<file path="src/rtl/dragon_mover.sv">
// Dragon motion unit: walks the dragon one grid cell per MOVE_DIV frame
// ticks toward the selected target, with a hit-freeze and reached pulses.
module dragon_mover #(
  parameter int unsigned MOVE_DIV    = 4,
  parameter int unsigned HURT_FRAMES = 16,
  parameter logic [7:0]  START_POS   = 8'hB5
) (
  input  logic       clk,
  input  logic       reset,
  input  logic       trigger,
  input  logic [7:0] target_pos,
  input  logic [7:0] player_pos,
  input  logic [7:0] sheep_pos,
  input  logic       dragon_hurt,
  output logic [7:0] dragon_pos,
  output logic [1:0] dragon_direction,
  output logic [6:0] dragon_state,
  output logic       target_reached_player,
  output logic       target_reached_sheep
);

  typedef enum logic [1:0] {
    S_IDLE,
    S_MOVE,
    S_HURT
  } state_t;

  localparam logic [3:0] PRE_LAST = 4'(MOVE_DIV - 1);
  localparam logic [7:0] HURT_LD  = 8'(HURT_FRAMES);

  state_t     state_q, state_d;
  logic [3:0] pre_q, pre_d;
  logic [7:0] hcnt_q, hcnt_d;
  logic [7:0] pos_q, pos_d;
  logic [1:0] dir_q, dir_d;
  logic [2:0] cnt_q, cnt_d;
  logic       rp_q, rp_d;
  logic       rs_q, rs_d;

  logic [3:0] tx, ty, x, y;
  logic [3:0] adx, ady;
  logic       step_x;
  logic [7:0] tgt;
  logic [7:0] nxt_pos;
  logic [1:0] nxt_dir;

  // Rows beyond the playfield collapse onto the bottom row.
  always_comb begin
    tx  = target_pos[7:4];
    ty  = (target_pos[3:0] > 4'd11) ? 4'd11 : target_pos[3:0];
    tgt = {tx, ty};
    x   = pos_q[7:4];
    y   = pos_q[3:0];
    adx = (tx >= x) ? tx - x : x - tx;
    ady = (ty >= y) ? ty - y : y - ty;
    step_x = (adx >= ady);
  end

  always_comb begin
    nxt_pos = pos_q;
    nxt_dir = dir_q;
    unique case (1'b1)
      step_x && (tx > x): begin
        nxt_pos = {x + 4'd1, y};
        nxt_dir = 2'd1;
      end
      step_x && (tx <= x): begin
        nxt_pos = {x - 4'd1, y};
        nxt_dir = 2'd3;
      end
      !step_x && (ty > y): begin
        nxt_pos = {x, y + 4'd1};
        nxt_dir = 2'd2;
      end
      !step_x && (ty <= y): begin
        nxt_pos = {x, y - 4'd1};
        nxt_dir = 2'd0;
      end
      default: ;
    endcase
  end

  always_comb begin
    state_d = state_q;
    pre_d   = pre_q;
    hcnt_d  = hcnt_q;
    pos_d   = pos_q;
    dir_d   = dir_q;
    cnt_d   = cnt_q;
    rp_d    = 1'b0;
    rs_d    = 1'b0;
    if (dragon_hurt) begin
      state_d = S_HURT;
      hcnt_d  = HURT_LD;
      cnt_d   = 3'd0;
    end else if (state_q == S_HURT) begin
      if (trigger) begin
        hcnt_d = hcnt_q - 8'd1;
        if (hcnt_q == 8'd1) begin
          state_d = S_IDLE;
          pre_d   = 4'd0;
        end
      end
    end else if (trigger) begin
      if (pos_q != tgt) begin
        if (pre_q == PRE_LAST) begin
          pre_d = 4'd0;
          pos_d = nxt_pos;
          dir_d = nxt_dir;
          if (cnt_q != 3'd7) cnt_d = cnt_q + 3'd1;
        end else begin
          pre_d = pre_q + 4'd1;
        end
      end
      if (pos_d == tgt) begin
        state_d = S_IDLE;
        rp_d    = (tgt == player_pos);
        rs_d    = (tgt == sheep_pos);
      end else begin
        state_d = S_MOVE;
      end
    end
  end

  always_ff @(posedge clk or negedge reset) begin
    if (!reset) begin
      state_q <= S_IDLE;
      pre_q   <= 4'd0;
      hcnt_q  <= 8'd0;
      pos_q   <= START_POS;
      dir_q   <= 2'd0;
      cnt_q   <= 3'd0;
      rp_q    <= 1'b0;
      rs_q    <= 1'b0;
    end else begin
      state_q <= state_d;
      pre_q   <= pre_d;
      hcnt_q  <= hcnt_d;
      pos_q   <= pos_d;
      dir_q   <= dir_d;
      cnt_q   <= cnt_d;
      rp_q    <= rp_d;
      rs_q    <= rs_d;
    end
  end

  assign dragon_pos            = pos_q;
  assign dragon_direction      = dir_q;
  assign dragon_state          = {state_q == S_HURT, state_q == S_MOVE,
                                  dir_q, cnt_q};
  assign target_reached_player = rp_q;
  assign target_reached_sheep  = rs_q;

endmodule
</file>
<file path="config.mk">
export PLATFORM = sky130hd
export DESIGN_NAME = dragon_mover
export DESIGN_NICKNAME = d
export VERILOG_FILES = /design/src/rtl/dragon_mover.sv
export SDC_FILE = /design/constraint.sdc
export NUM_CORES = 1
export LEC_CHECK = 0
export CORE_AREA = 10 10 109 111
export DETAILED_ROUTE_END_ITERATION = 10
export DIE_AREA = 0 0 119 121
export SLEW_MARGIN = 10
export SYNTH_ARGS = -nofsm -noshare
export SYNTH_HDL_FRONTEND = slang
export SYNTH_SLANG_ARGS = --single-unit
</file>
<file path="constraint.sdc">
create_clock -name clk -period 8.65 [get_ports clk]
set_input_delay 0.865 -clock clk [delete_from_list [all_inputs] [get_ports clk]]
set_output_delay 0.865 -clock clk [all_outputs]
set_load 0.05 [all_outputs]
</file>
==> results.ini <==
[flow_run]
cap_violations = 0

[place]
place.gp.congestion = 0.831
place_hpwl_um = 5940
portBuffers = 46
dp.cells = 479

[setup_path]
startpoint_type = primary input
cp.required_ns = 8.84
worst_ep_arrival_time_ns = 6.46
ff2ff_path_depth = 19
end_kind = register
path_class = primary input to register
critPathMaxFanout = 7

[clock_network]
cts_setup_buffers = 0
cts.sinks = 29
numCtsBuffers = 5
cts_tree = yes
htreeDepth = 2
cts.clk_slew.worst_paths_ns = 0.06
root_buffer = clkbuf_8
clock_path_buffers = 2
ctsHoldBuffers = 0
post_cts_resized = 0
clock_latency_ns = 0.28

[sta]
period_share_pct = 72.5
report.final.setup_viol = 0
min_period_ns = 6.27
worst_pin_slew_ns = 0.734
hold_slack_ns = 0.521
fmax_ghz = 0.159
setup-tns-final_ns = 0
finalHoldViolations = 0
relSlewSlack_pct = 50.7
skew_ns = 0.00613
rsz0062_at_grt = no
slew_viol_final = 0

[logic_synthesis]
synthArstFlopShare_pct = 100
ys_seq_area_share_pct = 25.8
ys_seq_elements = 29
synth.avg_cell_area_um2 = 9.18
synth_top_cell_area_share_pct = 21.2
yosysUniqueCellTypes = 63
synthTopCellsByArea = dfrtp_1, ha_1, xnor2_1
synth-main-ff-cell = dfrtp_1
synth_warnings = 0
post-synth-top-count-cell = ha_1
syn-instance-count = 309
syn-cell-area_um2 = 2840
synth_common_cells = ha_1, xnor2_1, dfrtp_1, inv_1, nor2_1
yosysTopAreaCell = dfrtp_1
synth-edff-count = 0
synthesis.nets = 370

[cells_and_area]
fillers = 1001
fin_cells = 487
drive_above_1_share_pct = 9.04
fin_nets = 414
syn2layout_area_growth_pct = 23.5
insertedDiodeCount = 0

[routing]
drc = 0
routedWlPerCell_um = 15.1
dr.pass1.iters = 4
routed_wl_um = 7380
drt.antenna.violating_nets = 0
viasPerCell = 4.93
vias = 2401
dr.first_iter.drc_count = 177

[power]
ir_drop_v = 0.0000876
power_density_nw_per_um2 = 164
leakage_nw = 1.45

[die]
die_area_um2 = 14400
die_x_um = 119
coreArea_um2 = 9640
initial_core_util_pct = 29.4
chipHeight_um = 121
fp-row-count = 36
io_pins = 47

[hold_path]
worstHoldPathCells = 1
hold_class = register to register

[grt]
grt_pass1_wl_um = 12500
first_global_vias = 2446
antenna_found_initial = 0
overflow = 0
grt_max_degree = 30
grt_usage_pct = 10.3

[outcome]
status = finished, final reports clean

## report_power, final
group / switching, W / internal (W) / leakage (nW)
clock network: 0.0000563 / 0.0000554 / 0.0439
registers: 0.0000187 / 0.000150 / 0.362
logic: 0.000176 / 0.000119 / 1.04
total: 0.000251 / 0.000325 / 1.45
## layout by cell type (no fill, tap or decap), types with 2 or more instances in the layout
cell type,n
clkdlybuf4s50_1,46
ha_1,28
xnor2_1,26
inv_1,24
dfrtp_1,24
nor2_1,21
a21oi_1,19
nand2_1,15
o21ai_0,15
xor2_1,11
a21o_1,9
nor3_1,9
nand4_1,8
nand3_1,7
mux2i_1,6
fa_1,5
clkbuf_8,5
dfstp_2,5
a211oi_1,4
nor4_1,4
nand2b_1,3
nor2b_1,3
nand4b_1,3
a31oi_1,3
nor4_2,3
nand3b_1,2
nor3b_1,2
o21bai_1,2
o211ai_1,2
nand4_2,2
nor3b_4,2
o31ai_1,2
or3b_2,2
clkinv_2,2
## cells by family after synthesis
group                    count (synthesis)  synth area share, %
adder cells (fa/ha/maj)                 33                 15.9
buffers and inverters                   35                 5.34
multiplexers                             8                 2.91
AND/OR/NAND/NOR                         92                 19.4
AO/OA/AOI/OAI                           74                 18.4
XOR/XNOR                                38                 12.2
flip-flops                              29                 25.8
## state kept, by name (all words and copies together), names as in the netlist
register	count
state_q	2
pre_q	4
target_reached_player	1
hcnt_q	8
target_reached_sheep	1
cnt_q	3
dragon_pos	8
dragon_direction	2
## critical path, cell delays in order
cell and delay [ns]:
clkdlybuf4s50_1 0.55, inv_1 0.12, ha_1 0.15, inv_1 0.05, fa_1 0.41, a21o_1 0.17
a21o_1 0.17, a21oi_1 0.32, mux2i_1 0.26, xor2_1 0.19, ha_1 0.27, a21oi_1 0.37
o21a_1 0.37, nor2_1 0.15, ha_1 0.29, a21o_1 0.17, a21oi_1 0.25, xnor3_1 0.38
o41ai_2 0.50, o2111ai_1 0.26, nor4_2 0.19
## final timing paths
kind                       slack [ns]                start                    to
setup / recovery                 2.38        target_pos[4]  target_reached_sheep
hold / removal                   0.52  dragon_direction[1]   dragon_direction[1]
setup reg to reg                 2.99        dragon_pos[4]  target_reached_sheep
hold reg to reg                  0.52  dragon_direction[1]   dragon_direction[1]
max in group asynchronous        7.36                reset         dragon_pos[5]
min in group asynchronous        0.97                reset             hcnt_q[2]
## per-layer routing
metal / up-vias / GRT usage, % / part of all wire (%)
met1: 1129 / 13.8 / 49
met3: 11 / 1.91 / 4.6
met4: 0 / 3.66 / 1.7
met5: - / 0 / 0
li1: 1205 / - / -
met2: 56 / 16.1 / 45
## final cells by class
type | instances | area [um^2] | share of cell area [%]
multi-input cells | 245 | 1950 | 55.8
flip-flops and latches | 29 | 732 | 20.9
well taps | 133 | 166 | 4.75
repair buffers | 47 | 468 | 13.4
inverters | 25 | 96.3 | 2.75
clock inverters | 3 | 17.5 | 0.500
clock buffers | 5 | 68.8 | 1.96
## through the flow
step                setup WS (ns)  cell area [um^2]  utilization (%)  power, W
finish                       2.38              3500             36.3  0.000576
global route                 2.02              3500             36.3  0.000625
CTS                          2.42              3500             36.3  0.000579
detailed placement           2.12              3420             35.4  0.000464
global placement             2.16              3420             35.4  0.000457
floorplan                    3.31              2840                -  0.000389
(Power assumes the default switching activity.)
